$ cat src/rtl/wowa_sar_sequencer_if.sv
// Bus between the wowa SAR sequencer and its surroundings.
//   master: drives the requests and the comparator output, observes the controls and results
//   slave : the sequencer itself
// Signals:
//   start, calib_req, use_ext_thresh : conversion and calibration requests and mode select
//   comp_out                         : raw asynchronous comparator output
//   dac_set, thresh_sel, do_calibrate, comp_nen : analog front-end controls
//   busy, result, result_ready       : conversion status and corrected result
//   cal_offset, cal_valid            : stored calibration code and its valid flag
interface wowa_sar_sequencer_if;
    logic       start;
    logic       calib_req;
    logic       use_ext_thresh;
    logic       comp_out;
    logic [7:0] dac_set;
    logic       thresh_sel;
    logic       do_calibrate;
    logic       comp_nen;
    logic       busy;
    logic [7:0] result;
    logic       result_ready;
    logic [7:0] cal_offset;
    logic       cal_valid;

    modport master (
        output start, calib_req, use_ext_thresh, comp_out,
        input  dac_set, thresh_sel, do_calibrate, comp_nen, busy,
        input  result, result_ready, cal_offset, cal_valid
    );

    modport slave (
        input  start, calib_req, use_ext_thresh, comp_out,
        output dac_set, thresh_sel, do_calibrate, comp_nen, busy,
        output result, result_ready, cal_offset, cal_valid
    );
endinterface

$ cat src/rtl/wowa_sar_sequencer.sv
// Successive-approximation conversion controller for the wowa analog front end.
// Sequences comparator warm-up, eight SAR bit phases per conversion, averaging over
// 2^AVG_LOG2 conversions, offset calibration and a one-phase external-threshold mode.
// Ports:
//   clk, rst : system clock, asynchronous active-high reset
//   bus      : slave side of wowa_sar_sequencer_if (requests, comparator, DAC/control
//              outputs, result and calibration status)
module wowa_sar_sequencer #(
    parameter int unsigned SETTLE_CYCLES = 4,
    parameter int unsigned AVG_LOG2      = 2
) (
    input logic                 clk,
    input logic                 rst,
    wowa_sar_sequencer_if.slave bus
);

    localparam int unsigned AccW = 8 + AVG_LOG2;
    localparam int unsigned CntW = AVG_LOG2 + 1;
    localparam logic [CntW-1:0] LastConv   = CntW'((1 << AVG_LOG2) - 1);
    localparam logic [7:0]      SettleLast = 8'(SETTLE_CYCLES);

    typedef enum logic [2:0] {
        StIdle,
        StWarmup,
        StBit,
        StAccum,
        StExt,
        StDone
    } state_e;

    state_e            state_q, state_d;
    logic              comp_meta_q, comp_sync_q;
    logic [7:0]        phase_q, phase_d;
    logic [2:0]        bit_q, bit_d;
    logic [7:0]        code_q, code_d;
    logic [AccW-1:0]   acc_q, acc_d;
    logic [CntW-1:0]   conv_q, conv_d;
    logic              cal_run_q, cal_run_d;
    logic              ext_q, ext_d;
    logic [7:0]        result_q, result_d;
    logic              ready_q, ready_d;
    logic [7:0]        cal_offset_q, cal_offset_d;
    logic              cal_valid_q, cal_valid_d;

    logic              phase_last;
    logic [7:0]        bit_mask;
    logic [7:0]        avg;
    logic [9:0]        corr;
    logic [7:0]        corr_sat;

    assign phase_last = (phase_q == SettleLast);
    assign bit_mask   = 8'd1 << bit_q;

    // External runs keep their single comparator sample in code_q.
    assign avg = ext_q ? code_q : 8'(acc_q >> AVG_LOG2);

    // avg - cal_offset + 0x80 spans -127..383, so 10 bits hold it in two's complement.
    assign corr = {2'b00, avg} - {2'b00, cal_offset_q} + 10'h080;

    always_comb begin
        corr_sat = corr[7:0];
        if (corr[9]) begin
            corr_sat = 8'h00;
        end else if (corr[8]) begin
            corr_sat = 8'hFF;
        end
    end

    always_ff @(posedge clk or posedge rst) begin
        if (rst) begin
            comp_meta_q  <= 1'b0;
            comp_sync_q  <= 1'b0;
            state_q      <= StIdle;
            phase_q      <= 8'h00;
            bit_q        <= 3'd0;
            code_q       <= 8'h00;
            acc_q        <= '0;
            conv_q       <= '0;
            cal_run_q    <= 1'b0;
            ext_q        <= 1'b0;
            result_q     <= 8'h00;
            ready_q      <= 1'b0;
            cal_offset_q <= 8'h80;
            cal_valid_q  <= 1'b0;
        end else begin
            comp_meta_q  <= bus.comp_out;
            comp_sync_q  <= comp_meta_q;
            state_q      <= state_d;
            phase_q      <= phase_d;
            bit_q        <= bit_d;
            code_q       <= code_d;
            acc_q        <= acc_d;
            conv_q       <= conv_d;
            cal_run_q    <= cal_run_d;
            ext_q        <= ext_d;
            result_q     <= result_d;
            ready_q      <= ready_d;
            cal_offset_q <= cal_offset_d;
            cal_valid_q  <= cal_valid_d;
        end
    end

    always_comb begin
        state_d      = state_q;
        phase_d      = phase_q + 8'd1;
        bit_d        = bit_q;
        code_d       = code_q;
        acc_d        = acc_q;
        conv_d       = conv_q;
        cal_run_d    = cal_run_q;
        ext_d        = ext_q;
        result_d     = result_q;
        ready_d      = 1'b0;
        cal_offset_d = cal_offset_q;
        cal_valid_d  = cal_valid_q;
        bus.dac_set  = 8'h00;
        bus.comp_nen = 1'b1;

        unique case (state_q)
            StIdle: begin
                phase_d = 8'h00;
                if (bus.calib_req) begin
                    cal_run_d = 1'b1;
                    ext_d     = 1'b0;
                    state_d   = StWarmup;
                end else if (bus.start) begin
                    cal_run_d = 1'b0;
                    ext_d     = bus.use_ext_thresh;
                    state_d   = StWarmup;
                end
            end
            StWarmup: begin
                bus.comp_nen = 1'b0;
                if (phase_last) begin
                    phase_d = 8'h00;
                    bit_d   = 3'd7;
                    code_d  = 8'h00;
                    state_d = ext_q ? StExt : StBit;
                end
            end
            StBit: begin
                bus.comp_nen = 1'b0;
                bus.dac_set  = code_q | bit_mask;
                if (phase_last) begin
                    phase_d = 8'h00;
                    if (comp_sync_q) begin
                        code_d = code_q | bit_mask;
                    end
                    if (bit_q == 3'd0) begin
                        state_d = StAccum;
                    end else begin
                        bit_d = bit_q - 3'd1;
                    end
                end
            end
            StAccum: begin
                bus.comp_nen = 1'b0;
                acc_d        = acc_q + AccW'(code_q);
                conv_d       = conv_q + CntW'(1);
                phase_d      = 8'h00;
                if (conv_q == LastConv) begin
                    state_d = StDone;
                end else begin
                    bit_d   = 3'd7;
                    code_d  = 8'h00;
                    state_d = StBit;
                end
            end
            StExt: begin
                bus.comp_nen = 1'b0;
                if (phase_last) begin
                    phase_d = 8'h00;
                    code_d  = {7'b0, comp_sync_q};
                    state_d = StDone;
                end
            end
            StDone: begin
                if (cal_run_q) begin
                    cal_offset_d = avg;
                    cal_valid_d  = 1'b1;
                end else begin
                    result_d = ext_q ? avg : corr_sat;
                    ready_d  = 1'b1;
                end
                cal_run_d = 1'b0;
                ext_d     = 1'b0;
                acc_d     = '0;
                conv_d    = '0;
                phase_d   = 8'h00;
                state_d   = StIdle;
            end
            default: begin
                state_d = StIdle;
            end
        endcase
    end

    // Mode flags stay set through DONE so it can pick the result path; the pins drop there.
    assign bus.thresh_sel   = ext_q & (state_q != StDone);
    assign bus.do_calibrate = cal_run_q & (state_q != StDone);
    assign bus.busy         = (state_q != StIdle);
    assign bus.result       = result_q;
    assign bus.result_ready = ready_q;
    assign bus.cal_offset   = cal_offset_q;
    assign bus.cal_valid    = cal_valid_q;

endmodule

$ cat src/flat_wrapper.sv
// flat-port wrapper written by rule: the top's interface ports become plain ports
module wowa_sar_sequencer_flat 
#(
    parameter int unsigned SETTLE_CYCLES = 4,
    parameter int unsigned AVG_LOG2      = 2
)
  (clk, rst, bus_start, bus_calib_req, bus_use_ext_thresh, bus_comp_out, bus_dac_set, bus_thresh_sel, bus_do_calibrate, bus_comp_nen, bus_busy, bus_result, bus_result_ready, bus_cal_offset, bus_cal_valid);
  wowa_sar_sequencer_if bus_i ();
  input logic clk;
  input logic rst;
  input wire logic [$bits(bus_i.start)-1:0] bus_start;
  input wire logic [$bits(bus_i.calib_req)-1:0] bus_calib_req;
  input wire logic [$bits(bus_i.use_ext_thresh)-1:0] bus_use_ext_thresh;
  input wire logic [$bits(bus_i.comp_out)-1:0] bus_comp_out;
  output wire logic [$bits(bus_i.dac_set)-1:0] bus_dac_set;
  output wire logic [$bits(bus_i.thresh_sel)-1:0] bus_thresh_sel;
  output wire logic [$bits(bus_i.do_calibrate)-1:0] bus_do_calibrate;
  output wire logic [$bits(bus_i.comp_nen)-1:0] bus_comp_nen;
  output wire logic [$bits(bus_i.busy)-1:0] bus_busy;
  output wire logic [$bits(bus_i.result)-1:0] bus_result;
  output wire logic [$bits(bus_i.result_ready)-1:0] bus_result_ready;
  output wire logic [$bits(bus_i.cal_offset)-1:0] bus_cal_offset;
  output wire logic [$bits(bus_i.cal_valid)-1:0] bus_cal_valid;
  assign bus_i.start = bus_start;
  assign bus_i.calib_req = bus_calib_req;
  assign bus_i.use_ext_thresh = bus_use_ext_thresh;
  assign bus_i.comp_out = bus_comp_out;
  assign bus_dac_set = bus_i.dac_set;
  assign bus_thresh_sel = bus_i.thresh_sel;
  assign bus_do_calibrate = bus_i.do_calibrate;
  assign bus_comp_nen = bus_i.comp_nen;
  assign bus_busy = bus_i.busy;
  assign bus_result = bus_i.result;
  assign bus_result_ready = bus_i.result_ready;
  assign bus_cal_offset = bus_i.cal_offset;
  assign bus_cal_valid = bus_i.cal_valid;
  wowa_sar_sequencer #(.SETTLE_CYCLES(SETTLE_CYCLES), .AVG_LOG2(AVG_LOG2)) u_core (.clk(clk), .rst(rst), .bus(bus_i));
endmodule
$ cat config.mk
export PLATFORM = sky130hd
export DESIGN_NAME = wowa_sar_sequencer_flat
export DESIGN_NICKNAME = d
export VERILOG_FILES = /design/src/rtl/wowa_sar_sequencer_if.sv /design/src/rtl/wowa_sar_sequencer.sv /design/src/flat_wrapper.sv
export SDC_FILE = /design/constraint.sdc
export NUM_CORES = 1
export LEC_CHECK = 0
export CELL_PAD_IN_SITES_DETAIL_PLACEMENT = 2
export CELL_PAD_IN_SITES_GLOBAL_PLACEMENT = 2
export CORE_MARGIN = 2
export CORE_UTILIZATION = 32
export CTS_CLUSTER_SIZE = 14
export DETAILED_ROUTE_END_ITERATION = 10
export PLACE_DENSITY = 0.74
export SLEW_MARGIN = 40
export SYNTH_ARGS = -nofsm -noshare
export SYNTH_HDL_FRONTEND = slang
export SYNTH_SLANG_ARGS = --single-unit
export TNS_END_PERCENT = 10
$ cat constraint.sdc
create_clock -name clk -period 3.2 [get_ports clk]
set_input_delay 0.64 -clock clk [delete_from_list [all_inputs] [get_ports clk]]
set_output_delay 0.64 -clock clk [all_outputs]
set_load 0.05 [all_outputs]
# After elaboration in Yosys (flattened, before gate mapping)
# Cells that the tools add are included.
# word_totals
out_inout_bits	30
reg_bits	57
in_bits	6
# op_classes
n_reduce_logical	16
n_eq_ne	16
muxes	38
n_addsub	6
shift	1
n_bitwise	4
# ops
op	count
two-way mux 8 bit	11
two-way mux 3 bit	12
case mux 8 bit (4 select lines)	1
case mux 10 bit (2 select lines)	1
case mux 8 bit (2 select lines)	1
case mux 3 bit (5 select lines)	1
adder 10 x 8 -> 10 bit	1
adder 10 x 8 -> 10 bit (second input constant)	1
inequality test 2 x 1 -> 1 bit (second input constant)	5
AND reduction 5 bit	2
equality test 3 x 2 -> 1 bit (second input constant)	3
case mux 3 bit (3 select lines)	1
subtractor 8 x 8 -> 9 bit	1
adder 8 x 1 -> 8 bit (second input constant)	1
equality test 8 x 3 -> 1 bit (second input constant)	1
OR 8 bit	1
<< shifter 1 x 3 -> 8 bit (first input constant)	1
two-way mux 1 bit	7
equality test 3 bit (second input constant)	2
logical NOT 3 bit	2
inequality test 3 bit (second input constant)	2
case mux 3 bit (2 select lines)	1
AND reduction 2 bit	3
AND reduction 6 bit	1
12 further kinds	18

# Depth between registers and ports, before layout
# logic_depth
word_depth	6
depth_mapped	15
mapped_depth_nobuf	13

# Least setup slack after synthesis
# No wires, ideal clock.
# synth_path
path_kind	flip-flop to flip-flop
startpoint	reg u_core.ext_q
endpoint	reg u_core.result_q[6], in the netlist u_core.bus.result[6]
setup_ns	0.099
stages_incl_launch_ff	16
required_ns	3.101
synth_period_minus_slack_ns	3.094
arrival_ns	2.995
path_buffers	2
slack_ns	0.106
cell_sequence	dfrtp_1 > clkbuf_1 > clkbuf_1 > mux2i_1 > inv_1 > ha_1 > nor2b_1 > o2111ai_1 > and3_1 > o21ai_0 > xnor2_1 > ha_1 > or2_2 > nand2_1 > a21oi_1 > a311oi_1
# synth_between
elab_chain_cells	6
# synth_lines
element	line	source
from (decl)	wowa_sar_sequencer.sv:39	logic ext_q, ext_d;
from (signal assigned)	wowa_sar_sequencer.sv:95	ext_q <= ext_d;
two-way mux 8 bit (*)	wowa_sar_sequencer.sv:55	assign avg = ext_q ? code_q : 8'(acc_q >> AVG_LOG2);
via u_core.avg[1]	wowa_sar_sequencer.sv:47	logic [7:0] avg;
subtractor 8 x 8 -> 9 bit (*)	wowa_sar_sequencer.sv:58	assign corr = {2'b00, avg} - {2'b00, cal_offset_q} + 10'h080;
adder 10 x 8 -> 10 bit (*)	wowa_sar_sequencer.sv:58	
two-way mux 8 bit	wowa_sar_sequencer.sv:64	end else if (corr[8]) begin
two-way mux 8 bit (*)	wowa_sar_sequencer.sv:62	if (corr[9]) begin
two-way mux 8 bit (*)	wowa_sar_sequencer.sv:182	result_d = ext_q ? avg : corr_sat;
to (signal assigned)	wowa_sar_sequencer.sv:96	result_q <= result_d;
to (decl)	wowa_sar_sequencer.sv:40	logic [7:0] result_q, result_d;
# Mark *: on every way through the listed nets, which the timed path passes. The rest lies on a longest branch.
# A chain may end at the register's enable or synchronous reset.

# Worst setup path after layout
# layout_path
startpoint	reg u_core.ext_q
endpoint	reg u_core.result_q[5], in the netlist u_core.bus.result[5]
# Same word-level chain as after synthesis.

==> impl_results.md <==
- Status: completed
- Starting density of the core: 33.2%
- Synth warnings: 0
- Pre-Repair DR Iteration Count: 4
- Initial antenna violation count: 0
- Commonest non-fill, non-tap cell in the layout: dfrtp_1
- Post-CTS Hold Fix Bufs: 0
- Die span in y: 108 um
- CP required: 3.43 ns
- Syn nets: 402
- CTS sink count: 57
- Hold Path Class: register to register
- Clock Latency Late Sink: 0.34 ns
- DRC Markers: 0
- Leakage power: 1.94 nW
- Post-synth EDFFs: 0
- Fillers: 1135
- Clk root buf: clkbuf_8
- Worst clock skew: 0.0155 ns
- Routed length per instance: 18.6 um
- Hold endpoint: u_core.comp_sync_q
- Core Box Area: 10400 um^2
- Via count: 2892
- Footprint of the multi-input gates: 1900 um^2
- Critical Setup Path Class: register to register
- Drt via density: 5.21
- Pwr Density: 937 nW/um^2
- First-pass GRT wire length: 17200 um
- Total Neg Setup Slack: 0 ns
- Worst-path fanout max: 21
- H-Tree Depth: 3
- Clk slew on worst S/H paths: 0.08 ns
- # diodes: 0
- Synth Register Bits: 57
- CTS buffer count: 9
- Hold_sp: u_core.comp_meta_q
- Maximum clock rate: 330 MHz
- Clock Tree Buf Depth: 2
- CTS tree: done
- HPWL after detailed placement: 7980 um
- Syn-to-layout area delta: 22.3%
- Register area: 1430 um^2
- Slew Viols, Final: 0
- Clock period minus worst slack: 3.03 ns
- Reg2Reg Depth: 13
- Avg Cell Area, Syn: 9.42 um^2
- Worst R2R Setup Slack: 0.17 ns
- FF-to-FF End: u_core.bus.result[5]
- Unrepaired setup endpoints after global routing: false
- Largest net degree at the start of global routing: 28
- Gpl congestion: 0.779
- Die area: 11700 um^2
- Cell Area, Synth: 3460 um^2
- Final setup fails: 0
- Post-synth top flop: dfrtp_1
- GR Util All Layers: 19.3%
- Min-Delay Path Depth: 0
- Seq/Total Area, Yosys: 41.3%
- Final hold violation count: 0
- Pwr Total: 3.96 mW
- Asr flop ratio synth: 100%
- Startpoint Class: register
- Io pins: 36
- Total Wirelength: 10300 um
- Layout cell share with drive strength beyond 1: 16.5%
- Final Net Count: 449
- Worst vdd ir: 0.473 mV
- # rows: 37
- Yosys cell types: 51
- Drt first-iter violations: 73
- Worst EP arrival: 3.26 ns
- Worst Setup End Kind: register
- GRT overflow: 0
- Cells after Synth: 367
- Die W: 108 um
- Slew HR: 47.7%
- Max-cap violations: 0
- Vias in the first global route: 3135
- Detail Route Antenna Nets: 0
- Port Buffers: 35
- Setup crit start: u_core.ext_q
- RR Startpoint: u_core.ext_q
- Slew of the pin with the lowest slew margin: 0.781 ns
- Commonest cells after routing, fill and taps aside: 55 x dfrtp_1, 37 x nor2_1, 35 x a21oi_1
- Tcrit/Tclk final: 94.8%
Yosys cell counts, types with 2 or more instances:
master | instances | share of area (%)
o2111ai_1 | 2 | 0.51
or2_2 | 2 | 0.36
xor2_1 | 11 | 2.8
nor3_1 | 4 | 0.58
xnor2_1 | 6 | 1.5
clkbuf_1 | 7 | 0.76
fa_1 | 2 | 1.2
and2_1 | 4 | 0.72
dfrtp_1 | 56 | 41
a21oi_1 | 35 | 5.1
mux2_2 | 14 | 4.6
a31oi_1 | 4 | 0.72
inv_1 | 23 | 2.5
nor2_1 | 37 | 4.0
and3_1 | 4 | 0.72
a211oi_1 | 3 | 0.65
nand2b_1 | 5 | 0.90
nor2b_1 | 8 | 1.4
and3_2 | 2 | 0.43
mux2i_1 | 5 | 1.4
buf_4 | 2 | 0.43
o21ai_0 | 26 | 3.8
o32ai_1 | 2 | 0.51
a31o_2 | 2 | 0.51
o211ai_1 | 2 | 0.43
buf_2 | 4 | 0.58
a21o_1 | 3 | 0.65
nand2_1 | 31 | 3.4
or3_1 | 2 | 0.36
nand3_1 | 8 | 1.2
a22o_1 | 3 | 0.76
ha_1 | 27 | 9.8
a311oi_1 | 3 | 0.76
sequential cells by signal, summed over array words and instances (netlist names):
register                 count
u_core.bit_q                 3
u_core.comp_sync_q           1
u_core.conv_q                3
u_core.bus.result_ready      1
u_core.state_q               3
u_core.code_q                8
u_core.phase_q               8
u_core.ext_q                 1
u_core.comp_meta_q           1
u_core.bus.result            8
u_core.cal_run_q             1
u_core.acc_q                10
u_core.bus.cal_valid         1
u_core.bus.cal_offset        8
through the flow:
stage | area, um^2 | worst slack, ns | instances | hold WS, ns | util, %
floorplan | 3460 | 0.106 | 367 | 0.331 | -
global placement | 3980 | 0.207 | 536 | 0.335 | 38.2
detailed placement | 3980 | 0.0953 | 536 | 0.338 | 38.2
CTS | 4190 | 0.00380 | 552 | 0.354 | 40.2
global route | 4230 | 0.00277 | 555 | 0.357 | 40.6
finish | 4230 | 0.166 | 555 | 0.353 | 40.6
worst max-delay path: stages (launching register included):
cell and delay [ns]:
dfrtp_2 0.47, buf_6 0.19, nand2_1 0.11, o21ai_0 0.15, ha_2 0.41, nand3_1 0.10, and3_1 0.23, o21ai_1 0.19
xnor2_1 0.10, ha_1 0.18, or2_2 0.32, nand2_1 0.14, a21oi_1 0.06, a311oi_1 0.27
layout make-up:
type | count | area share, %
multi-input combinational | 274 | 44.9
sequential | 57 | 33.8
clock buffer | 11 | 3.58
tap | 136 | 4.02
clock inverter | 5 | 1.27
inverter | 23 | 2.04
timing repair buffer | 49 | 10.4
worst max-delay path by stage:
stage	end	cells past startpoint	slack (ns)
3_3_place_gp	u_core.bus.result[5]	13	0.21
3_5_place_dp	u_core.bus.result[5]	13	0.1
2_1_floorplan	u_core.bus.result[6]	15	0.11
5_1_grt	u_core.bus.result[3]	10	0.003
6_report	u_core.bus.result[5]	13	0.17
4_1_cts	u_core.bus.result[5]	13	0.004
layer usage:
layer	global-route usage (%)	part of all wire, %	vias up	wire length (um)
met5	0	0	-	0
li1	-	-	1376	-
met1	26.1	47	1466	4830
met3	3.01	2.8	13	291
met2	31.1	48	37	4990
met4	7.23	2.0	0	208
where the power goes:
part / internal [mW] / switching, mW / total, mW
logic: 0.821 / 1.31 / 2.13
registers: 0.904 / 0.222 / 1.13
clock network: 0.399 / 0.309 / 0.708
logic make-up after synthesis:
| logic type | count (synthesis) | share of synthesized area [%] |
|---|---|---|
| compound gates | 97 | 17.3 |
| xor+xnor | 17 | 4.31 |
| simple gates | 112 | 16.0 |
| mux | 19 | 6.01 |
| fa+ha+maj | 29 | 10.9 |
| flops | 57 | 41.3 |
| buf+inv | 36 | 4.27 |
what timing repair did:
| item | in CTS | in global routing |
|---|---|---|
| setup endpoints to repair | 0 | 7 |
| resized for setup | 0 | 8 |
| buffers inserted | 0 | 3 |
No activity file was read; power rests on OpenSTA's default activity.
